**src/rtl/lsu_pkg.sv**
```systemverilog
// Shared types for the load/store unit.
// Holds op field layout, size and response codes, and FSM states.
package lsu_pkg;

  localparam int OP_STORE = 3;
  localparam int OP_UNS   = 2;
  localparam int OP_SZ_HI = 1;
  localparam int OP_SZ_LO = 0;

  typedef enum logic [1:0] {
    SZ_BYTE = 2'b00,
    SZ_HALF = 2'b01,
    SZ_WORD = 2'b10,
    SZ_ILL  = 2'b11
  } size_e;

  typedef enum logic [1:0] {
    ERR_OK       = 2'b00,
    ERR_MISALIGN = 2'b01,
    ERR_FAULT    = 2'b10,
    ERR_ILLEGAL  = 2'b11
  } err_e;

  typedef enum logic [1:0] {
    S_IDLE   = 2'b00,
    S_ISSUE  = 2'b01,
    S_WAIT_R = 2'b10,
    S_DONE   = 2'b11
  } state_e;

  // Illegal size wins over misalignment, which wins over range.
  function automatic err_e req_err(
    input logic [3:0]  op,
    input logic [31:0] addr,
    input logic [31:0] limit
  );
    size_e sz;
    sz = size_e'(op[OP_SZ_HI:OP_SZ_LO]);
    if (sz == SZ_ILL)
      return ERR_ILLEGAL;
    if ((sz == SZ_HALF && addr[0]) ||
        (sz == SZ_WORD && addr[1:0] != 2'b00))
      return ERR_MISALIGN;
    if (addr >= limit)
      return ERR_FAULT;
    return ERR_OK;
  endfunction

endpackage

```
**src/rtl/lsu_align.sv**
```systemverilog
// Byte-lane steering for stores and lane select/extend for loads.
// Purely combinational.
module lsu_align
  import lsu_pkg::*;
(
  input  logic [3:0]  op_i,
  input  logic [1:0]  addr_lo_i,
  input  logic [31:0] wdata_i,
  input  logic [31:0] rdata_i,
  output logic [3:0]  be_o,
  output logic [31:0] wdata_o,
  output logic [31:0] rdata_o
);

  size_e       size;
  logic        sx;
  logic [7:0]  lane_b;
  logic [15:0] lane_h;

  always_comb begin
    size    = size_e'(op_i[OP_SZ_HI:OP_SZ_LO]);
    sx      = ~op_i[OP_UNS];
    lane_b  = rdata_i[8*addr_lo_i +: 8];
    lane_h  = addr_lo_i[1] ? rdata_i[31:16] : rdata_i[15:0];
    be_o    = 4'b0000;
    wdata_o = wdata_i;
    rdata_o = rdata_i;
    unique case (size)
      SZ_BYTE: begin
        be_o    = 4'b0001 << addr_lo_i;
        wdata_o = {4{wdata_i[7:0]}};
        rdata_o = {{24{sx & lane_b[7]}}, lane_b};
      end
      SZ_HALF: begin
        be_o    = addr_lo_i[1] ? 4'b1100 : 4'b0011;
        wdata_o = {2{wdata_i[15:0]}};
        rdata_o = {{16{sx & lane_h[15]}}, lane_h};
      end
      SZ_WORD: begin
        be_o    = 4'b1111;
        wdata_o = wdata_i;
        rdata_o = rdata_i;
      end
      default: begin
        be_o    = 4'b0000;
        wdata_o = wdata_i;
        rdata_o = rdata_i;
      end
    endcase
  end

endmodule

```
**src/rtl/load_store_unit.sv**
```systemverilog
// Single-outstanding load/store unit with req/gnt/rvalid memory port.
// All outputs except req_ready are registered.
module load_store_unit
  import lsu_pkg::*;
#(
  parameter logic [31:0] ADDR_LIMIT = 32'h0000_3000
) (
  input  logic        clk,
  input  logic        reset,
  input  logic        req_valid,
  output logic        req_ready,
  input  logic [3:0]  req_op,
  input  logic [31:0] req_addr,
  input  logic [31:0] req_wdata,
  output logic        resp_valid,
  output logic [31:0] resp_rdata,
  output logic [1:0]  resp_err,
  output logic        mem_req,
  input  logic        mem_gnt,
  output logic        mem_we,
  output logic [29:0] mem_addr,
  output logic [3:0]  mem_be,
  output logic [31:0] mem_wdata,
  input  logic        mem_rvalid,
  input  logic [31:0] mem_rdata
);

  state_e      state_q;
  logic [3:0]  op_q;
  logic [1:0]  addr_lo_q;
  logic        resp_valid_q;
  logic [31:0] resp_rdata_q;
  err_e        resp_err_q;
  logic        mem_req_q;
  logic        mem_we_q;
  logic [29:0] mem_addr_q;
  logic [3:0]  mem_be_q;
  logic [31:0] mem_wdata_q;

  logic        idle;
  err_e        acc_err;
  logic [3:0]  al_op;
  logic [1:0]  al_lo;
  logic [3:0]  al_be;
  logic [31:0] al_wdata;
  logic [31:0] al_rdata;

  assign idle    = (state_q == S_IDLE);
  assign acc_err = req_err(req_op, req_addr, ADDR_LIMIT);

  // Aligner sees the live request while idle, the held op afterwards.
  assign al_op = idle ? req_op : op_q;
  assign al_lo = idle ? req_addr[1:0] : addr_lo_q;

  lsu_align u_align (
    .op_i      (al_op),
    .addr_lo_i (al_lo),
    .wdata_i   (req_wdata),
    .rdata_i   (mem_rdata),
    .be_o      (al_be),
    .wdata_o   (al_wdata),
    .rdata_o   (al_rdata)
  );

  always_ff @(posedge clk) begin
    if (reset) begin
      state_q      <= S_IDLE;
      op_q         <= '0;
      addr_lo_q    <= '0;
      resp_valid_q <= 1'b0;
      resp_rdata_q <= '0;
      resp_err_q   <= ERR_OK;
      mem_req_q    <= 1'b0;
      mem_we_q     <= 1'b0;
      mem_addr_q   <= '0;
      mem_be_q     <= '0;
      mem_wdata_q  <= '0;
    end else begin
      resp_valid_q <= 1'b0;
      unique case (state_q)
        S_IDLE: begin
          if (req_valid) begin
            op_q      <= req_op;
            addr_lo_q <= req_addr[1:0];
            if (acc_err != ERR_OK) begin
              state_q      <= S_DONE;
              resp_valid_q <= 1'b1;
              resp_err_q   <= acc_err;
              resp_rdata_q <= '0;
            end else begin
              state_q     <= S_ISSUE;
              mem_req_q   <= 1'b1;
              mem_we_q    <= req_op[OP_STORE];
              mem_addr_q  <= req_addr[31:2];
              mem_be_q    <= al_be;
              mem_wdata_q <= al_wdata;
            end
          end
        end
        S_ISSUE: begin
          if (mem_gnt) begin
            mem_req_q <= 1'b0;
            if (op_q[OP_STORE]) begin
              state_q      <= S_DONE;
              resp_valid_q <= 1'b1;
              resp_err_q   <= ERR_OK;
              resp_rdata_q <= '0;
            end else begin
              state_q <= S_WAIT_R;
            end
          end
        end
        S_WAIT_R: begin
          if (mem_rvalid) begin
            state_q      <= S_DONE;
            resp_valid_q <= 1'b1;
            resp_err_q   <= ERR_OK;
            resp_rdata_q <= al_rdata;
          end
        end
        S_DONE: begin
          state_q      <= S_IDLE;
          resp_err_q   <= ERR_OK;
          resp_rdata_q <= '0;
        end
        default: state_q <= S_IDLE;
      endcase
    end
  end

  assign req_ready  = idle;
  assign resp_valid = resp_valid_q;
  assign resp_rdata = resp_rdata_q;
  assign resp_err   = resp_err_q;
  assign mem_req    = mem_req_q;
  assign mem_we     = mem_we_q;
  assign mem_addr   = mem_addr_q;
  assign mem_be     = mem_be_q;
  assign mem_wdata  = mem_wdata_q;

endmodule

```
**config.mk**
```make
export PLATFORM = sky130hd
export DESIGN_NAME = load_store_unit
export DESIGN_NICKNAME = d
export VERILOG_FILES = /design/src/rtl/lsu_pkg.sv /design/src/rtl/lsu_align.sv /design/src/rtl/load_store_unit.sv
export SDC_FILE = /design/constraint.sdc
export NUM_CORES = 1
export LEC_CHECK = 0
export CAP_MARGIN = 10
export CORE_ASPECT_RATIO = 0.5
export CORE_MARGIN = 2
export CORE_UTILIZATION = 47
export CTS_CLUSTER_SIZE = 24
export DETAILED_ROUTE_END_ITERATION = 6
export PLACE_DENSITY = 0.95
export SLEW_MARGIN = 25
export SYNTH_ARGS = -nofsm -noshare
export SYNTH_HDL_FRONTEND = slang
export SYNTH_SLANG_ARGS = --single-unit
```
**constraint.sdc**
```tcl
create_clock -name clk -period 3.9 [get_ports clk]
set_input_delay 1.17 -clock clk [delete_from_list [all_inputs] [get_ports clk]]
set_output_delay 1.17 -clock clk [all_outputs]
set_load 0.03 [all_outputs]
```
==> metrics.yaml <==
outcome: "finished clean"
finalCritPeriodShare_pct: 84.0
r2r_cells: 8
end_kind: "register"
cp_slowest_stage_delay_ns: 0.65
rsz0062_at_grt: "no"
die_area_mm2: 0.0117
worst_slack_ns: 0.625
yosysWarnings: 0
synthesis.nets: 665
clkSinkCount: 111
port_buffers: 208
cts_tree: "built"
ir_worst_vdd_v: 0.000284
setup-tns-final_ns: 0
overflow: 0
pwr-share-seq_pct: 33.2
drc_errors: 0
hpwl_mm: 11.3
whs_endpoint: "mem_addr[20]"
combPwrFrac_pct: 42.5
hold_depth: 1
cts-root-buf: "clkbuf_16"
critical_path_required_ns: 4.14
drive_gt1_share_pct: 7.49
clkTransAtPathRegs_ns: 0.07
max_freq_mhz: 305
drt-pass1-iter-count: 5
p_sw_w: 0.00146
final_area_mm2: 0.00753
cts_buffers: 9
syn_area_per_cell_um2: 9.18
grt_usage_pct: 25.6
crit_path_start: "req_op[1]"
p_int_w: 0.00238
fin_skew_ns: 0.0108
grt_pass1_wl_mm: 24.0
ctsResizeCount: 0
crit_arrival_ns: 3.52
fin_util_pct: 72.6
crit_type: "input port to register"
hold_viol: 0
async_flop_share_pct: 0
pre_cts_ws_ns: 0.341
drt_iter0_drc: 448
fp.dieH_um: 77.6
nets: 853
gp_congestion: 0.888
slew_headroom_pct: 51.6
p_clk_share_pct: 24.3
postRouteAntennaNets: 0
power.leakage_nw: 2.70
placementRows: 26
worstHoldStart: "mem_addr[20]"
synthCells: 555
ys_seq_area_share_pct: 43.6
first_global_vias: 4833
antenna_found_initial: 0
grt_max_degree: 36
crit_fanout: 20
vias: 5135
htree_levels: 3
powerDensity_mw_per_mm2: 510
syn_area_mm2: 0.00510
ys.flop_type: "dfxtp_1"
hold_buffers: 0
cts_setup_buffers: 0
r2r_start: "state_q[0]"
crit_slowest_cell: "clkdlybuf4s50_1"
die_x_um: 151
diodes: 0
drt_wl_total_mm: 15.3
drt-wirelength-per-cell_um: 17.3
period_minus_slack_ns: 3.28
synth-edff-count: 0
path_cells: "clkdlybuf4s50_1, a21oi_1, or2_2, and4_2, buf_4, nor2_1, a311oi_1"
reg2reg_slack_ns: 1.10
drv_slew: 0
setup_violations: 0
hold_path.class: "register to register"
tightest_slew_ns: 0.721
ios: 209
synth_seq_cells: 111
syn_to_final_growth_pct: 47.8
power_switching_share_pct: 38.0
place_area_mm2: 0.00723
p_total_w: 0.00384
synthDistinctLibCells: 54
core_area_mm2: 0.0104
reg2reg_to: "resp_rdata[6]"
vias_per_cell: 5.78
clock_latency_ns: 0.35
clock_path_buffers: 2
cp-start-kind: "input port"
initial_utilization_pct: 49.1
maxCapViolCount: 0
how the worst max path moves through the flow:
stage	end	slack, ns	depth (start not counted)
global route	mem_wdata[16]	0.49	7
global placement	resp_rdata[6]	0.42	6
CTS	mem_wdata[16]	0.65	7
finish	mem_wdata[16]	0.62	7
floorplan	resp_rdata[6]	1.09	7
detailed placement	resp_rdata[6]	0.34	6
synthesized netlist by cell type, types with 2 or more instances:
| cell type | number | area share (%) |
|---|---|---|
| or3b_2 | 3 | 0.52 |
| o21bai_1 | 3 | 0.44 |
| buf_4 | 5 | 0.74 |
| a222oi_1 | 9 | 1.8 |
| inv_1 | 6 | 0.44 |
| nand3b_1 | 4 | 0.59 |
| buf_2 | 18 | 1.8 |
| a2bb2oi_1 | 2 | 0.34 |
| nand3_1 | 4 | 0.39 |
| o21ai_0 | 8 | 0.79 |
| a21o_1 | 2 | 0.29 |
| ha_1 | 5 | 1.2 |
| dfxtp_1 | 111 | 44 |
| a221o_1 | 6 | 1.2 |
| nand2_1 | 79 | 5.8 |
| nor4bb_1 | 2 | 0.39 |
| o2bb2ai_1 | 8 | 1.4 |
| a22o_1 | 7 | 1.2 |
| mux2i_1 | 25 | 4.9 |
| or2_2 | 2 | 0.25 |
| a211oi_1 | 16 | 2.4 |
| and2_1 | 20 | 2.5 |
| nor4_1 | 3 | 0.37 |
| a311oi_1 | 20 | 3.4 |
| a21oi_1 | 25 | 2.5 |
| o211a_1 | 2 | 0.39 |
| nor4b_1 | 2 | 0.34 |
| nor3_1 | 5 | 0.49 |
| or3_1 | 3 | 0.37 |
| a32o_1 | 25 | 4.9 |
| mux2_2 | 8 | 1.8 |
| nor3b_2 | 3 | 0.74 |
| clkbuf_1 | 18 | 1.3 |
| and4_1 | 2 | 0.34 |
| nand2b_1 | 7 | 0.86 |
| nor2_2 | 2 | 0.25 |
| nor4_2 | 2 | 0.49 |
| nor2_1 | 64 | 4.7 |
| buf_6 | 4 | 0.88 |
routing by layer:
metal	GRT usage, %	part of all wire, %	vias up
met1	30.8	41	2413
met3	6.76	8.7	47
met2	44.0	48	259
met5	0	0	-
met4	9.63	3.0	0
li1	-	-	2416
per-stage QoR:
stage | hold slack, ns | std cells
2_1_floorplan | 0.436 | 555
3_3_place_gp | 0.439 | 872
3_5_place_dp | 0.443 | 872
4_1_cts | 0.458 | 888
5_1_grt | 0.472 | 888
6_report | 0.459 | 888
registers in the layout (all words and copies together) (netlist names):
signal,count
state_q,2
mem_addr,30
resp_rdata,32
op_q,4
resp_valid,1
mem_wdata,32
addr_lo_q,2
mem_we,1
mem_req,1
mem_be,4
resp_err,2
cells in the final DEF (no fill, tap or decap), types with 7 or more instances in the layout:
| master | Yosys | final |
|---|---|---|
| a211oi_1 | 16 | 16 |
| a21oi_1 | 25 | 25 |
| a222oi_1 | 9 | 9 |
| a22o_1 | 7 | 7 |
| a311oi_1 | 20 | 20 |
| a32o_1 | 25 | 25 |
| and2_1 | 20 | 20 |
| buf_4 | 5 | 13 |
| clkbuf_16 | 0 | 9 |
| clkdlybuf4s50_1 | 0 | 207 |
| dfxtp_1 | 111 | 111 |
| mux2_2 | 8 | 8 |
| mux2i_1 | 25 | 25 |
| nand2_1 | 79 | 79 |
| nand2b_1 | 7 | 7 |
| nor2_1 | 64 | 64 |
| o21ai_0 | 8 | 8 |
| o2bb2ai_1 | 8 | 8 |
worst max-delay path: cells and delay by family:
kind / cells / cell delay (ns)
buf+inv: 2 / 0.97
simple gates: 3 / 0.80
compound gates: 2 / 0.56
power groups by stage:
stage	logic, W	registers [W]	clock network (W)
final	0.00163	0.00127	0.000934
after global routing	0.00176	0.00128	0.000988
after CTS	0.00161	0.00127	0.000953
after detailed placement	0.00160	0.00130	0
after global placement	0.00157	0.00130	0
after floorplan	0.00104	0.00141	0
final cells by class:
type                            instances  area [um2]
Fill cell                             749        2840
Multi-Input combinational cell        393        2620
Sequential cell                       111        2220
Timing Repair Buffer                  222        2190
Clock buffer                           10         229
Tap cell                              140         175
Clock inverter                          6        75.1
Inverter                                6        22.5
cell families (layout without fill, tap and decap cells):
logic type | Yosys count | count (layout) | share of synthesized area [%]
buf+inv | 51 | 244 | 5.15
simple gates | 210 | 210 | 19.7
compound gates | 141 | 141 | 22.4
fa+ha+maj | 5 | 5 | 1.23
mux | 37 | 37 | 7.90
flops | 111 | 111 | 43.6
(Power assumes the default switching activity.)
